[src/rtl/lsu_mem_ctrl.sv]
// ---------------------------------------------------------------------------
// lsu_mem_ctrl
//
// Load/store unit front end for a 32-bit word-organised RAM. Accepts one
// byte/half/word request at a time, splits accesses that straddle a word
// boundary into two RAM cycles, aligns store data onto byte lanes, and
// reassembles, shifts and extends load data before returning a single-cycle
// response pulse.
//
// Ports
//   clk, rst            clock (rising edge) and asynchronous active-low reset
//   clk_en              global advance enable; all registers hold when low
//   i_req_*             request channel (valid/ready handshake, store flag,
//                       byte address, size, unsigned-load flag, store data)
//   o_resp_*            response pulse with extended load data and error flag
//   o_ram_read_*        RAM read port (combinational data return)
//   o_ram_write_*       RAM write port with per-byte lane enables
// ---------------------------------------------------------------------------
module lsu_mem_ctrl #(
    parameter int ADDR_WIDTH = 31
) (
    input  logic                  clk,
    input  logic                  rst,
    input  logic                  clk_en,

    input  logic                  i_req_valid,
    output logic                  o_req_ready,
    input  logic                  i_req_we,
    input  logic [ADDR_WIDTH:0]   i_req_addr,
    input  logic [1:0]            i_req_size,
    input  logic                  i_req_unsigned,
    input  logic [31:0]           i_req_wdata,

    output logic                  o_resp_valid,
    output logic [31:0]           o_resp_rdata,
    output logic                  o_resp_err,

    output logic                  o_ram_read_req,
    output logic [ADDR_WIDTH:0]   o_ram_read_addr,
    input  logic [31:0]           i_ram_read_data,

    output logic                  o_ram_write_enable,
    output logic [3:0]            o_ram_byte_enable,
    output logic [ADDR_WIDTH:0]   o_ram_write_addr,
    output logic [31:0]           o_ram_write_data
);

    // Word index width: address bits [ADDR_WIDTH:2].
    localparam int WW = ADDR_WIDTH - 1;

    typedef enum logic [1:0] {
        IDLE,
        ACC1,
        ACC2,
        RESP
    } state_t;

    state_t state;
    state_t next_state;

    // Latched request
    logic                req_we;
    logic [ADDR_WIDTH:0] req_addr;
    logic [1:0]          req_size;
    logic                req_unsigned;
    logic [31:0]         req_wdata;

    // Captured load words and error flag
    logic [31:0]         lo;
    logic [31:0]         hi;
    logic                resp_err;

    // Derived access geometry
    logic [1:0]          off;
    logic [5:0]          bit_shift;
    logic [WW-1:0]       word_lo;
    logic [WW-1:0]       word_hi;
    logic [7:0]          base_mask;
    logic [7:0]          mask8;
    logic                split;
    logic [63:0]         wide_wdata;
    logic [31:0]         load_shifted;
    logic [31:0]         load_result;

    assign off       = req_addr[1:0];
    assign bit_shift = {1'b0, off, 3'b000};
    assign word_lo   = req_addr[ADDR_WIDTH:2];
    // Natural overflow of the WW-bit sum gives the required wrap.
    assign word_hi   = word_lo + {{(WW-1){1'b0}}, 1'b1};

    always_comb begin
        base_mask = 8'h0F;
        case (req_size)
            2'b00:   base_mask = 8'h01;
            2'b01:   base_mask = 8'h03;
            default: base_mask = 8'h0F;
        endcase
    end

    assign mask8      = base_mask << off;
    assign split      = |mask8[7:4];
    assign wide_wdata = {32'b0, req_wdata} << bit_shift;

    // Low 32 bits of ({hi, lo} >> 8*off); a shift by 32 yields zero, which
    // covers the aligned case without a special branch.
    assign load_shifted = (lo >> bit_shift) | (hi << (6'd32 - bit_shift));

    always_comb begin
        load_result = load_shifted;
        case (req_size)
            2'b00: load_result = req_unsigned ? {24'b0, load_shifted[7:0]}
                                              : {{24{load_shifted[7]}}, load_shifted[7:0]};
            2'b01: load_result = req_unsigned ? {16'b0, load_shifted[15:0]}
                                              : {{16{load_shifted[15]}}, load_shifted[15:0]};
            default: load_result = load_shifted;
        endcase
    end

    // State register
    always_ff @(posedge clk or negedge rst) begin
        if (!rst) begin
            state <= IDLE;
        end else if (clk_en) begin
            state <= next_state;
        end
    end

    // Next-state and all outputs; RAM and response outputs are zero unless
    // the current state explicitly drives them.
    always_comb begin
        next_state         = state;
        o_req_ready        = 1'b0;
        o_resp_valid       = 1'b0;
        o_resp_rdata       = 32'b0;
        o_resp_err         = 1'b0;
        o_ram_read_req     = 1'b0;
        o_ram_read_addr    = '0;
        o_ram_write_enable = 1'b0;
        o_ram_byte_enable  = 4'b0;
        o_ram_write_addr   = '0;
        o_ram_write_data   = 32'b0;

        case (state)
            IDLE: begin
                o_req_ready = 1'b1;
                if (i_req_valid) begin
                    next_state = (i_req_size == 2'b11) ? RESP : ACC1;
                end
            end

            ACC1: begin
                o_ram_read_addr   = {2'b00, word_lo};
                o_ram_write_addr  = {2'b00, word_lo};
                o_ram_byte_enable = mask8[3:0];
                if (req_we) begin
                    o_ram_write_enable = 1'b1;
                    o_ram_write_data   = wide_wdata[31:0];
                end else begin
                    o_ram_read_req = 1'b1;
                end
                next_state = split ? ACC2 : RESP;
            end

            ACC2: begin
                o_ram_read_addr   = {2'b00, word_hi};
                o_ram_write_addr  = {2'b00, word_hi};
                o_ram_byte_enable = mask8[7:4];
                if (req_we) begin
                    o_ram_write_enable = 1'b1;
                    o_ram_write_data   = wide_wdata[63:32];
                end else begin
                    o_ram_read_req = 1'b1;
                end
                next_state = RESP;
            end

            RESP: begin
                o_resp_valid = 1'b1;
                o_resp_err   = resp_err;
                o_resp_rdata = (req_we || resp_err) ? 32'b0 : load_result;
                next_state   = IDLE;
            end

            default: next_state = IDLE;
        endcase
    end

    // Request latch and load capture. lo/hi are cleared on acceptance so an
    // unsplit load sees hi = 0 and stores/errors return zero data.
    always_ff @(posedge clk or negedge rst) begin
        if (!rst) begin
            req_we       <= 1'b0;
            req_addr     <= '0;
            req_size     <= 2'b00;
            req_unsigned <= 1'b0;
            req_wdata    <= 32'b0;
            lo           <= 32'b0;
            hi           <= 32'b0;
            resp_err     <= 1'b0;
        end else if (clk_en) begin
            case (state)
                IDLE: begin
                    if (i_req_valid) begin
                        req_we       <= i_req_we;
                        req_addr     <= i_req_addr;
                        req_size     <= i_req_size;
                        req_unsigned <= i_req_unsigned;
                        req_wdata    <= i_req_wdata;
                        lo           <= 32'b0;
                        hi           <= 32'b0;
                        resp_err     <= (i_req_size == 2'b11);
                    end
                end
                ACC1: begin
                    if (!req_we) begin
                        lo <= i_ram_read_data;
                    end
                end
                ACC2: begin
                    if (!req_we) begin
                        hi <= i_ram_read_data;
                    end
                end
                default: begin
                end
            endcase
        end
    end

endmodule

[config.mk]
export PLATFORM = sky130hd
export DESIGN_NAME = lsu_mem_ctrl
export DESIGN_NICKNAME = d
export VERILOG_FILES = /design/src/rtl/lsu_mem_ctrl.sv
export SDC_FILE = /design/constraint.sdc
export NUM_CORES = 1
export LEC_CHECK = 0
export ABC_AREA = 1
export BUFFER_PORTS_ARGS = -buffer_cell sky130_fd_sc_hd__buf_4
export CELL_PAD_IN_SITES_DETAIL_PLACEMENT = 0
export CELL_PAD_IN_SITES_GLOBAL_PLACEMENT = 1
export CORE_MARGIN = 5
export CORE_UTILIZATION = 40
export CTS_CLUSTER_SIZE = 12
export DETAILED_ROUTE_END_ITERATION = 16
export GPL_TIMING_DRIVEN = 0
export HOLD_SLACK_MARGIN = 0.02
export PLACE_DENSITY = 0.95
export SETUP_SLACK_MARGIN = 0.5
export SYNTH_ARGS = -nofsm -noshare
export SYNTH_HDL_FRONTEND = slang
export SYNTH_SLANG_ARGS = --single-unit
[constraint.sdc]
create_clock -name clk -period 4.1 [get_ports clk]
set_clock_uncertainty 0.1 [all_clocks]
set_input_delay 0.82 -clock clk [delete_from_list [all_inputs] [get_ports clk]]
set_output_delay 0.82 -clock clk [all_outputs]
set_load 0.1 [all_outputs]
Yosys cells after proc, flatten, opt, wreduce, memory -nomap -nowiden. Cells that the tools add are included.

Register bits: 135. Output and inout port bits: 137.

Equal/unequal tests: 8. Bitwise logic cells: 1. Multiplexer cells: 26. Reduce and logical (&&, ||, !) cells: 11. Shifts and indexed selects: 4. $add $sub $neg: 2.

Operator list (count): $mux W32 (8); $pmux W32 S2 (4); $shl A32 B5 Y64 (1); $pmux W30 S2 (1); $or A32 B32 Y32 (1); $shl A32 B6 Y32 (1); $shr A32 B5 Y32 (1); $add A30 B1 Y30 const B (1); $pmux W4 S2 (2); $mux W1 (8); $pmux W2 S4 (1); $reduce_and A4 Y1 (2); $shl A8 B2 Y8 (1); $eq A2 B2 Y1 const B (3); $ne A2 B2 Y1 const B (3); $sub A6 B5 Y6 const A (1); $eq A2 B1 Y1 const B (2); $logic_not A2 Y1 (2); $mux W2 (2); $reduce_bool A2 Y1 (2); $reduce_or A4 Y1 (1); $reduce_and A3 Y1 (1); $reduce_and A2 Y1 (1); $reduce_or A2 Y1 (1); $logic_or A1 B1 Y1 (1).

Longest topological paths before layout.
Depth in word-level cells: 7. Depth in mapped cells: 13. Gate-level depth less buffers: 10.

Worst setup path before layout. Ideal clock, no wire load.

Kind: register to output. From: register state[0]. To: output o_ram_write_addr[2]. Data required time: 3.180 ns. Stages on the path, launching flop included: 8. Arrival time: 4.242 ns. Slack: -1.062 ns. Path through: dfrtp_1 > inv_1 > ha_1 > clkbuf_1 > nand2_1 > clkbuf_1 > o32ai_1 > buf_4.

Word-level cells in the longest chain between the ends: 2. Elaborated cells between the ends (all ways): 3. Classes of those cells: eq/ne (2); mux (1).

RTL lines: start: declaration (RTL line 58) `state_t state;`; start signal: assignment (RTL line 124) `state <= next_state;`; $eq A2 B2 Y1 / $eq A2 B1 Y1 (equally long branches); $pmux W30 S2 (*); end: declaration (RTL line 44) `output logic [ADDR_WIDTH:0] o_ram_write_addr,`.

Every way passes the cells marked *; elsewhere a longest branch is shown, timed or not.

Final worst setup path.
From: register req_addr[0]. To: output o_resp_rdata[19].

Word-level cells in the longest chain between the ends: 7. Elaborated cells between the ends (all ways): 9. Classes of those cells: add/sub (1); shift (2); mux (5); bitwise (1).

RTL lines: start: declaration (RTL line 63) `logic [ADDR_WIDTH:0] req_addr;`; start signal: assignment (RTL line 205) `req_addr <= i_req_addr;`; $sub A6 B5 Y6 (RTL line 106) `assign load_shifted = (lo >> bit_shift) | (hi << (6'd32 - bit_shift));`; $shl A32 B6 Y32 (RTL line 106); $or A32 B32 Y32 (*) (RTL line 106); $mux W32 (on tied branches) (RTL line 113, 111); $pmux W32 S2 (*) (RTL line 110) `case (req_size)`; $mux W32 (*) (RTL line 180) `o_resp_rdata = (req_we || resp_err) ? 32'b0 : load_result;`; $mux W32 (*) (RTL line 143) `case (state)`; end: declaration (RTL line 35) `output logic [31:0] o_resp_rdata,`.

Marked as above.

==> metrics <==
Synth Area in Compound Gates=18.8%; CP delay by family, top=buffers and inverters; Die ar.=approximately 26000 um2; worst skew pair latency=~0.43 ns; minimum clock period=3.57 ns; Global Route Usage Sum=29.9%; register area share after synthesis=36.6%; gpl congestion=0.991; pre-CTS WS=-0.230 ns; fmax=0.280 GHz; utilization after layout=between 50% and 60%; # fillers=2167; Mapped Avg Cell Area=6.50 um2; root buf cell=clkbuf_16; Synth Warn #=0; Final nets=~1800; routed vias=11000; hold_ws=0.236 ns; Tcrit/Tclk final=approximately 87%; Die Span X=162 um; Slew @ Worst Pin=0.900 ns; WL/cell=20.1 um; slowest stage cell, crit path=dfrtp_1; RSZ-0062 raised after global routing=true; htree depth=4; die height=between 150 and 200 um; final setup TNS=0 ns; largest net degree at the start of global routing=88; drc violations=0; total grt overflow=0; drt pass-1 iters=8; Worst-path clk slew=0.06 ns; final setup violation count=0; Worst path max stage delay=0.38 ns; flip-flop and latch count after synthesis=around 140; IO Pins=241; first-pass GRT wire length=61200 um; mux cell area share after synthesis=0%; Hold Fails Final Rpt=0; synthesized instance count=1421; starting density of the core=40.7%; vias per inst=5.53; largest family of logic cells by synthesized area=simple AND/OR/NAND/NOR gates; final wirelength=40000 um; critical path type=reg2out; Buf+Inv Stages, Crit Path=7; crit-path max FO=9; Synth async-reset ratio=100%; WP data arrival=2.65 ns; number of global-route vias before repair=about 11000; Final ANT Viol Nets=0; Startpoint Class=flop; area growth from synthesis to layout=40.8%; layout cell share with drive strength beyond 1=27.7%; IO Port Bufs=236; initial antenna violation count=0; Crit path required time=3.18 ns; detailed placement HPWL=between 30000 and 40000 um; diode count=0; cells along the critical path=buf_6 > inv_6 > buf_8 > buf_8 > ha_4 > nor2_4 > nand2_2 > nand3_4 > nand2_4 > nand3_4 > nand2_8 > buf_12 > buf_12 > nor2_4 > buf_6; Distinct cells, synth=38; final worst slack=0.533 ns; CTS Sinks=~140; Initial DRC Count=1210; Max transition margin=40.0%; TritonCTS clock tree=built; CP Capture Type=output port; CTS max path bufs=2; Synth Area in Adders=0.949%; Mapped Area=9230 um2; Post-synth EDFFs=0; worst hold-check path type=in2async; Main synth FF type=dfrtp_1; max-slew violations=0; status=completed; Post-Synth XOR/XNOR Area=0%; max_cap viols=0; TritonCTS buffer count=17; Post-Synth Simple-Gate Area=30.5%; # rows=55; Core Area=22700 um2
-- layout by cell type, fill, tap and decap left out, types with 3 or more instances in the layout --
cell type,Yosys,routed
nand2_1,419,412
buf_4,42,248
o21ai_0,203,192
inv_1,140,137
dfrtp_1,135,135
nand3_1,117,114
nor2_1,119,97
a21oi_1,76,45
clkbuf_1,43,35
buf_6,3,34
a21oi_2,0,30
nor2_4,1,20
buf_2,23,19
clkbuf_16,0,18
buf_12,0,15
o211ai_1,14,14
o21ai_2,2,11
nor3_1,15,9
nand2_2,3,8
nand4_1,8,8
clkbuf_2,3,7
o221ai_1,7,7
o21ai_1,5,7
nor2_2,3,6
nor3_2,0,6
clkinv_2,0,5
inv_2,4,5
ha_1,7,5
buf_8,0,4
clkinvlp_4,0,4
clkbuf_8,0,4
o31ai_1,4,4
nor3b_2,0,4
conb_1,1,4
inv_6,0,3
-- area by class of cell --
type	instances	area, um2	share of cell area (%)
Buffer	117	768	5.91
Multi-Input combinational cell	1023	5120	39.4
Inverter	149	576	4.43
Sequential cell	135	3380	26.0
Clock buffer	20	447	3.44
Tap cell	285	357	2.74
Clock inverter	11	124	0.953
Timing Repair Buffer	252	2230	17.2
-- routing by layer --
metal  global-route usage (%)  vias to the layer above  part of all wire [%]
met5                        0                        -                     0
met2                     48.9                      673                    46
li1                         -                     5117                     -
met3                     6.32                       89                   9.8
met4                     9.53                        0                   3.1
met1                     39.9                     5137                    41
-- sequential cells by signal (all words and copies together) (netlist names) --
name and cells:
hi 32, lo 32, req_addr 32, req_size 2
req_unsigned 1, req_wdata 32, req_we 1, resp_err 1
state 2
-- logic make-up (layout without fill, tap and decap cells) --
| logic type | count (synthesis) | after routing |
|---|---|---|
| buffers and inverters | 266 | 549 |
| AO/OA/AOI/OAI | 322 | 322 |
| flip-flops | 135 | 135 |
| AND/OR/NAND/NOR | 690 | 690 |
| adder cells (fa/ha/maj) | 7 | 7 |
| other | 1 | 4 |
-- path summary, 6_finish.rpt --
kind / depth (start not counted) / startpoint / to / slack, ns
max reg2reg: 8 / state[0]$_DFFE_PN0P_ / hi[6]$_DFFE_PN0P_ / 1.72
min reg2reg: 2 / req_wdata[28]$_DFFE_PN0P_ / req_wdata[28]$_DFFE_PN0P_ / 0.41
min in group clk: 2 / req_wdata[28]$_DFFE_PN0P_ / req_wdata[28]$_DFFE_PN0P_ / 0.41
max in group asynchronous: 2 / rst / hi[18]$_DFFE_PN0P_ / 2.83
max: 15 / req_addr[0]$_DFFE_PN0P_ / o_resp_rdata[19] / 0.53
min: 1 / rst / req_wdata[23]$_DFFE_PN0P_ / 0.24
-- synthesized netlist by cell type, types with 2 or more instances --
master | n | area (um2)
nor2_2 | 3 | 18.8
a211oi_1 | 2 | 15.0
nand2_1 | 419 | 1570
o211ai_1 | 14 | 105
nor2_1 | 119 | 447
buf_6 | 3 | 33.8
inv_2 | 4 | 15.0
o221ai_1 | 7 | 61.3
dfrtp_1 | 135 | 3380
buf_2 | 23 | 115
inv_1 | 140 | 526
buf_4 | 42 | 315
a22o_1 | 2 | 17.5
clkbuf_1 | 43 | 161
nand4_1 | 8 | 50.1
buf_1 | 3 | 11.3
a21oi_1 | 76 | 380
o21ai_2 | 2 | 17.5
nand3_1 | 117 | 586
clkbuf_2 | 3 | 15.0
ha_1 | 7 | 87.6
o31ai_1 | 4 | 30.0
nand2_2 | 3 | 18.8
nor3b_1 | 4 | 30.0
o21bai_1 | 2 | 15.0
o21ai_0 | 203 | 1020
clkinv_1 | 4 | 15.0
nor3_1 | 15 | 75.1
o21ai_1 | 5 | 25.0
-- metrics by stage --
| stage | instances | area (um2) |
|---|---|---|
| 2_1_floorplan | 1424 | 9540 |
| 3_3_place_gp | 1945 | 11700 |
| 3_5_place_dp | 1946 | 11700 |
| 4_1_cts | 1988 | 12800 |
| 5_1_grt | 1992 | 13000 |
| 6_report | 1992 | 13000 |
-- worst reg2reg max path, delay by kind of cell (launching register included) --
kind / cells / cell delay [ns]
buffers and inverters: 3 / 0.70
adder cells (fa/ha/maj): 1 / 0.19
AO/OA/AOI/OAI: 2 / 0.37
AND/OR/NAND/NOR: 2 / 0.50
flip-flops: 1 / 0.39
-- repair_timing --
| action | CTS | global route |
|---|---|---|
| pin swaps | 8 | 11 |
| gates cloned | 1 | 0 |
| hold buffers | 0 | 0 |
| setup endpoints to repair | 115 | 80 |
| resized for setup | 99 | 62 |
| endpoints found under the hold margin | 0 | 0 |
| buffers inserted | 10 | 4 |
Power is left out: the tool's default activity adds up to more than one toggle a clock period on the data nets, which glitch-free logic cannot reach.
